**config.mk**
```make
export PLATFORM = sky130hd
export DESIGN_NAME = ir_tx_multi
export DESIGN_NICKNAME = d
export VERILOG_FILES = /design/src/rtl/ir_tx_multi.sv
export SDC_FILE = /design/constraint.sdc
export NUM_CORES = 1
export LEC_CHECK = 0
export CORE_UTILIZATION = 40
export DETAILED_ROUTE_END_ITERATION = 7
export PLACE_DENSITY = 0.58
export SLEW_MARGIN = 20
export SYNTH_ARGS = -nofsm -noshare
export SYNTH_HDL_FRONTEND = slang
export SYNTH_SLANG_ARGS = --single-unit
```
**constraint.sdc**
```tcl
create_clock -name CLK -period 3.9 [get_ports CLK]
set_input_delay 0.585 -clock CLK [delete_from_list [all_inputs] [get_ports CLK]]
set_output_delay 0.585 -clock CLK [all_outputs]
set_load 0.005 [all_outputs]
```
**src/rtl/ir_tx_multi.sv**
```systemverilog
// ir_tx_multi: bus-mapped IR remote transmitter with a shared packet engine and a 4-colour timing table
module ir_tx_multi #(
  parameter logic [7:0]  BASE_ADDR = 8'h90,
  parameter int          CLK_HZ    = 50_000_000,
  parameter int          PACKET_HZ = 10,
  parameter int          CMD_BITS  = 4,
  parameter logic [43:0] RATIO     = {11'd1334, 11'd1389, 11'd1389, 11'd1250}
) (
  input  logic       CLK,
  input  logic       RST,
  input  logic [7:0] ADDR_IN,
  input  logic       BUS_WE,
  input  logic [7:0] DATA_IN,
  output logic       IR_LED,
  output logic       BUSY,
  output logic       PKT_DONE
);
  localparam int TICK = CLK_HZ / PACKET_HZ;
  localparam int RW = $clog2(TICK);
  localparam logic [7:0] CMD_MASK = 8'((2 ** CMD_BITS) - 1);
  // per-colour tables, yellow in the low byte, green in the high byte
  localparam logic [31:0] START_T = {8'd88, 8'd192, 8'd191, 8'd88};
  localparam logic [31:0] SEL_T   = {8'd44, 8'd24, 8'd47, 8'd22};
  localparam logic [31:0] GAP_T   = {8'd40, 8'd24, 8'd25, 8'd40};
  localparam logic [31:0] AS_T    = {8'd44, 8'd48, 8'd47, 8'd44};
  localparam logic [31:0] DE_T    = {8'd22, 8'd24, 8'd22, 8'd22};
  typedef enum logic [1:0] {IDLE, BURST, GAP} state_t;
  state_t state;
  logic [7:0] cmd, sh, off, cnt, first_len, gap_len, nxt_len;
  logic [1:0] colour, col_s, mode;
  logic [RW-1:0] rate;
  logic [10:0] pc, pc_nxt, ratio, half;
  logic [3:0] seg;
  logic pend, hit, trig, tick, req, pc_end, seg_end, last;
  assign off = ADDR_IN - BASE_ADDR;
  assign hit = BUS_WE && off[7:2] == 6'd0;
  assign trig = hit && off[1:0] == 2'd3;
  assign tick = rate == RW'(TICK - 1);
  assign req = trig || pend || (tick && mode == 2'b11);
  assign ratio = RATIO[11 * col_s +: 11];
  assign half = ratio >> 1;
  assign pc_end = pc == ratio - 11'd1;
  assign pc_nxt = pc_end ? 11'd0 : pc + 11'd1;
  assign seg_end = pc_end && cnt == 8'd0;
  assign last = seg == 4'(CMD_BITS + 1);
  assign first_len = START_T[{colour, 3'b0} +: 8];
  assign gap_len = GAP_T[{col_s, 3'b0} +: 8];
  // sh[0] always holds the command bit of the next BIT segment
  assign nxt_len = seg == 4'd0 ? SEL_T[{col_s, 3'b0} +: 8] :
                   sh[0] ? AS_T[{col_s, 3'b0} +: 8] : DE_T[{col_s, 3'b0} +: 8];
  always_ff @(posedge CLK) begin
    if (RST) begin
      state <= IDLE;
      cmd <= '0;
      sh <= '0;
      colour <= '0;
      col_s <= '0;
      mode <= '0;
      rate <= '0;
      pc <= '0;
      cnt <= '0;
      seg <= '0;
      pend <= 1'b0;
      IR_LED <= 1'b0;
      BUSY <= 1'b0;
      PKT_DONE <= 1'b0;
    end else begin
      if (hit && off[1:0] == 2'd0) cmd <= DATA_IN & CMD_MASK;
      if (hit && off[1:0] == 2'd1) colour <= DATA_IN[1:0];
      if (hit && off[1:0] == 2'd2) mode <= DATA_IN[1:0];
      rate <= tick ? '0 : rate + RW'(1);
      pend <= state != IDLE && (pend || trig);
      PKT_DONE <= 1'b0;
      case (state)
        IDLE: begin
          IR_LED <= 1'b0;
          if (req) begin
            state <= BURST;
            BUSY <= 1'b1;
            IR_LED <= 1'b1;
            pc <= '0;
            cnt <= first_len - 8'd1;
            seg <= '0;
            col_s <= colour;
            sh <= cmd;
          end
        end
        BURST: begin
          pc <= pc_nxt;
          if (seg_end) begin
            state <= GAP;
            cnt <= gap_len - 8'd1;
            IR_LED <= 1'b0;
          end else begin
            if (pc_end) cnt <= cnt - 8'd1;
            IR_LED <= pc_nxt < half;
          end
        end
        default: begin
          pc <= pc_nxt;
          if (seg_end && last) begin
            state <= IDLE;
            BUSY <= 1'b0;
            PKT_DONE <= 1'b1;
          end else if (seg_end) begin
            state <= BURST;
            seg <= seg + 4'd1;
            cnt <= nxt_len - 8'd1;
            IR_LED <= 1'b1;
            if (seg != 4'd0) sh <= sh >> 1;
          end else if (pc_end) begin
            cnt <= cnt - 8'd1;
          end
        end
      endcase
    end
  end
endmodule

```
### After elaboration in Yosys (flattened, before gate mapping)

Index checks and enable logic that the tools add are counted.

* register bits after elaboration: 70
* word-level logic and storage cells: 110
* bits of input ports: 19
* output and inout bits: 3

* bitwise operators: 1
* $add $sub $neg: 9
* muxes and demuxes: 34
* shift-type cells: 6
* magnitude comparators: 1
* multiply operators: 1
* reduce and logical (&&, ||, !) cells: 32
* equal/unequal tests: 12

Operator list (count)
* 32-bit by 6-bit variable part select with 8-bit output, first input constant: 5
* 8-bit two-way mux: 11
* 44-bit by 7-bit variable part select with 11-bit output, first input constant: 1
* 11-bit two-way mux: 3
* 8-bit one-hot mux with 2 select lines: 2
* 8-bit by 1-bit subtractor with 8-bit output, second input constant: 4
* 23-bit by 1-bit adder with 23-bit output, second input constant: 1
* 23-bit equality test, second input constant: 1
* 4-bit two-way mux: 3
* 11-bit by 1-bit adder with 11-bit output, second input constant: 1
* 11-bit equality test: 1
* 11-bit by 10-bit < comparator with 1-bit output: 1
* 11-bit by 1-bit subtractor with 11-bit output, second input constant: 1
* 1-bit logical AND: 9
* 8-bit zero test: 1
* 2-bit two-way mux: 4
* 4-bit one-hot mux with 2 select lines: 1
* 2-bit nonzero test: 4
* 8-bit subtractor, second input constant: 1
* 1-bit two-way mux: 7
* 2-bit equality test, second input constant: 3
* 6-bit zero test: 1
* 4-bit by 2-bit multiplier with 6-bit output, first input constant: 1
* 2-bit AND reduction: 3
* 19 further kinds: 26

### Depth between registers and ports, before layout

* depth in word-level cells: 8
* mapped depth: 14
* depth with buffers taken out: 13

### Least setup slack after synthesis

No wires, ideal clock.

* kind: register to register
* from: register col_s[0]
* to: register IR_LED
* library setup time: 83 ps
* required time: 3817 ps
* arrival time: 2904 ps
* slack: 913 ps
* cell stages (with the launch flop): 15
* period minus slack after synthesis: 2987 ps
* cell sequence: dfxtp_1 inv_1 ha_1 nor3b_1 o21ai_2 nor2_4 clkbuf_1 a21oi_1 ha_1 o21a_1 o2111ai_1 a211oi_1 o21ai_0 a21oi_1 o221ai_1

* longest elaborated chain between the ends: 8
* elaborated cells between the ends (all ways): 13
* classes of those cells: 1 x add/sub; 1 x mul; 1 x order compare; 2 x eq/ne; 1 x shift; 3 x mux; 4 x reduce/logical

Ends and longest elaborated chain
* start, declared: line 30 `logic [1:0] colour, col_s, mode;`
* start signal, assigned: line 84 `col_s <= colour;`
* 4-bit by 2-bit multiplier with 6-bit output *: line 40 `assign ratio = RATIO[11 * col_s +: 11];`
* 44-bit by 7-bit variable part select with 11-bit output *: line 40
* 11-bit by 1-bit subtractor with 11-bit output: line 42 `assign pc_end = pc == ratio - 11'd1;`
* 11-bit equality test: line 42
* 11-bit two-way mux or 1-bit logical AND (tied branches): line 43, 44
* 11-bit by 10-bit < comparator with 1-bit output or 1-bit logical AND (tied branches): line 96, 101
* 1-bit two-way mux or 3-bit by 1-bit inequality test with 1-bit output (tied branches)
* 1-bit one-hot mux with 2 select lines or 2-bit AND reduction (tied branches)
* end signal, assigned: line 96 `IR_LED <= pc_nxt < half;`
* end, declared: line 14 `output logic IR_LED,`

Every way passes the cells marked *; elsewhere a longest branch is shown, timed or not.
A chain may end at the register's enable or synchronous reset.

### Worst setup path in the final report

Ends and elaborated chain as after synthesis.

==> results.py <==
metrics = {
    "setup_path": {
        "critical_path_buf_inv_count": 1,
        "required_ps": 4120,
        "crit_type": "reg2reg",
        "critPathMaxStageDelay_ps": 500,
        "critPathMaxFanout": 9,
        "critPathSlowestCell": "dfxtp_1",
        "cpLargestDelayFamily": "compound AO/OA/AOI/OAI gates",
        "crit_path_start_kind": "flip-flop",
        "cp.arrival_ps": 3450,
        "worst_setup_path_end_kind": "flip-flop",
        "path_cells": "inv_1 -> ha_1 -> nor3b_1 -> o21ai_2 -> or2_1 -> and2_1 -> ha_1 -> o21ai_0 -> a211oi_1 -> o21ai_0 -> a21oi_1 -> o221ai_1",
    },
    "synthesis": {
        "synth_edf_count": 0,
        "yosys_register_bits": 66,
        "ys_types": 67,
        "avgSynthCellArea_um2": 8.41,
        "ys_seq_area_frac": 0.347,
        "syn_area_um2": 3810,
        "synthArstFlopShare": 0,
        "yosys_warnings": 0,
        "synth_fp_nets": 494,
        "synth_flop_cell": "dfxtp_1",
        "synth_cells": 453,
    },
    "floorplanning": {
        "die_h_um": 99.6,
        "pin_count": 22,
        "core-area_um2": 9240,
        "num_rows": 35,
        "die_area_um2": 9920,
        "die_width_um": 99.6,
        "initial_core_util": 0.412,
    },
    "final_layout": {
        "layout-drive-gt1-share": 0.0719,
        "nets": 511,
        "synthToLayoutAreaGrowth_pct": 14.1,
        "final_util": 0.470,
        "antennaDiodeCount": 0,
        "fill_cells": 932,
    },
    "global_route": {
        "grt_util_met3": 0.0513,
        "grt_usage": 0.190,
        "grt-ovfl-total": 0,
        "grt-busiest-layer": "met2",
        "grt_max_degree": 36,
        "grt_pass1_wl_mm": 14.8,
        "grt_use_met2": 0.299,
        "antenna_found_initial": 0,
        "grt_pass1_vias": 3104,
        "grt_use_met1": 0.251,
    },
    "power": {
        "vdd_drop_max_uv": 202,
        "cellLeakagePower_uw": 0.00159,
        "p_per_area_nw_per_um2": 324,
    },
    "routing": {
        "drc": 0,
        "wl_per_cell_um": 14.1,
        "ant_nets": 0,
        "drtPass1Iterations": 4,
        "drtIter0Drc": 171,
        "viasPerCell": 5.35,
        "wl_mm": 8.50,
        "dr_total_vias": 3221,
    },
    "clocking": {
        "insertion_delay_ps": 350,
        "cts.clk_slew.worst_paths_ps": 70,
        "htreeDepth": 3,
        "cts_tree": "yes",
        "cts-root-buf": "clkbuf_8",
        "clock_sinks": 66,
        "numCtsBuffers": 9,
        "clockBufferDepth": 2,
        "cts_setup_buffers": 0,
        "cts_resized": 0,
        "hold_buffers": 0,
    },
    "worst_hold_path": {
        "min_path_type": "reg2reg",
    },
    "timing": {
        "setup_tns_ps": 0,
        "clock.fmax_ghz": 0.309,
        "post-route-period-util": 0.830,
        "timing.final.hold_violations": 0,
        "finalSetupViolCount": 0,
        "worst_pin_slew_ps": 809,
        "rsz0062_at_grt": "no",
        "relSlewSlack": 0.457,
        "skew_ps": 6.87,
        "min_period_ps": 3240,
        "slew_violations": 0,
    },
    "placement": {
        "io_buffers": 17,
        "place.gp.congestion": 0.859,
        "dp.final_hpwl_mm": 6.06,
    },
    "outcome": {
        "outcome": "finished, final reports clean",
    },
    "job": {
        "cap_violations": 0,
    },
}
## final timing paths
path | start | end | slack [ps] | depth (start not counted)
setup / recovery | col_s[0]$_SDFFE_PP0P_ | IR_LED$_SDFFE_PP0P_ | 660 | 12
hold / removal | BUSY$_SDFFE_PP0P_ | BUSY$_SDFFE_PP0P_ | 450 | 2
setup reg to reg | col_s[0]$_SDFFE_PP0P_ | IR_LED$_SDFFE_PP0P_ | 660 | 12
hold reg to reg | BUSY$_SDFFE_PP0P_ | BUSY$_SDFFE_PP0P_ | 450 | 2
## registers in the layout (all words and copies together), names as in the netlist
name / cells
cmd: 4
PKT_DONE: 1
seg: 4
state: 2
IR_LED: 1
cnt: 8
mode: 2
pend: 1
rate: 23
col_s: 2
colour: 2
sh: 4
BUSY: 1
pc: 11
## cell usage after synthesis (3+ instances only)
cell	count	area share
a21o_1	5	0.0099
a21oi_1	21	0.028
a22o_1	4	0.0092
a311oi_1	3	0.0069
a31oi_1	4	0.0066
and2_1	4	0.0066
and3_1	8	0.013
clkbuf_1	14	0.014
dfxtp_1	66	0.35
ha_1	22	0.072
inv_1	19	0.019
mux2i_1	11	0.029
nand2_1	41	0.040
nand3_1	22	0.029
nand4_1	12	0.020
nor2_1	63	0.062
nor2b_1	5	0.0082
nor3_1	12	0.016
nor3b_1	3	0.0059
nor4_1	3	0.0049
o2111ai_1	3	0.0069
o21ai_0	11	0.014
o21ai_1	3	0.0039
o31ai_1	5	0.0099
xnor2_1	10	0.023
xor2_1	25	0.057
## cell usage in the layout (no fill, tap or decap), types with 3 or more instances in the layout
cell type        count
xor2_1              25
o21ai_0             11
o2111ai_1            3
bufinv_16            3
and3_1               8
nor4_1               3
a22o_1               4
o21ai_1              3
nand2_1             41
clkbuf_8             9
ha_1                22
nor2b_1              5
nor3b_1              3
clkdlybuf4s50_1     17
inv_1               19
mux2i_1             11
nand4_1             12
nor2_1              63
xnor2_1             10
dfxtp_1             66
nor3_1              12
buf_4                5
a21oi_1             21
o31ai_1              5
a21o_1               5
nand3_1             22
and2_1               4
a311oi_1             3
a31oi_1              4
## final cells by class
cell class	count	area (um^2)	share of cell area
inverter	19	71.3	0.0164
tap	129	161	0.0372
sequential	66	1320	0.304
timing repair buffer	22	208	0.0478
multi-input combinational	352	2350	0.542
clock buffer	9	124	0.0285
clock inverter	5	105	0.0242
## where the power goes
group / internal, uW / switching [uW] / leakage (uW) / total (uW)
clock: 417 / 267 / 0.000107 / 684
sequential: 677 / 3.51 / 0.000532 / 680
combinational: 20.1 / 22.9 / 0.000950 / 43.0
## layer usage
layer | share of wire | up-vias | wire, um
met2 | 0.45 | 54 | 3830
met1 | 0.50 | 1506 | 4260
li1 | - | 1650 | -
met3 | 0.037 | 11 | 317
met5 | 0 | - | 0
met4 | 0.011 | 0 | 90
## tightest hold or removal path, cell delays in order (launching register included)
cell and delay (ps):
dfxtp_1 310, nand2_1 50, a21oi_1 50
## per-stage QoR
| step | instances | setup WS, ps | total power [uW] | cell area (um^2) | hold slack [ps] |
|---|---|---|---|---|---|
| after floorplan | 453 | 913 | 716 | 3810 | 432 |
| after global placement | 588 | 739 | 739 | 4120 | 439 |
| after detailed placement | 588 | 684 | 739 | 4120 | 445 |
| after CTS | 602 | 661 | 1430 | 4340 | 455 |
| after global routing | 602 | 454 | 1460 | 4340 | 478 |
| final | 602 | 664 | 1410 | 4340 | 452 |
## kinds of logic (layout without fill, tap and decap cells)
kind of cell             after synthesis  after routing  share of synthesized area
flip-flops                            66             66                      0.347
buffers and inverters                 35             55                     0.0352
AND/OR/NAND/NOR                      201            201                      0.279
multiplexers                          13             13                     0.0348
adder cells (fa/ha/maj)               23             23                     0.0749
AO/OA/AOI/OAI                         80             80                      0.148
XOR/XNOR                              35             35                     0.0805
(Power assumes the default switching activity.)
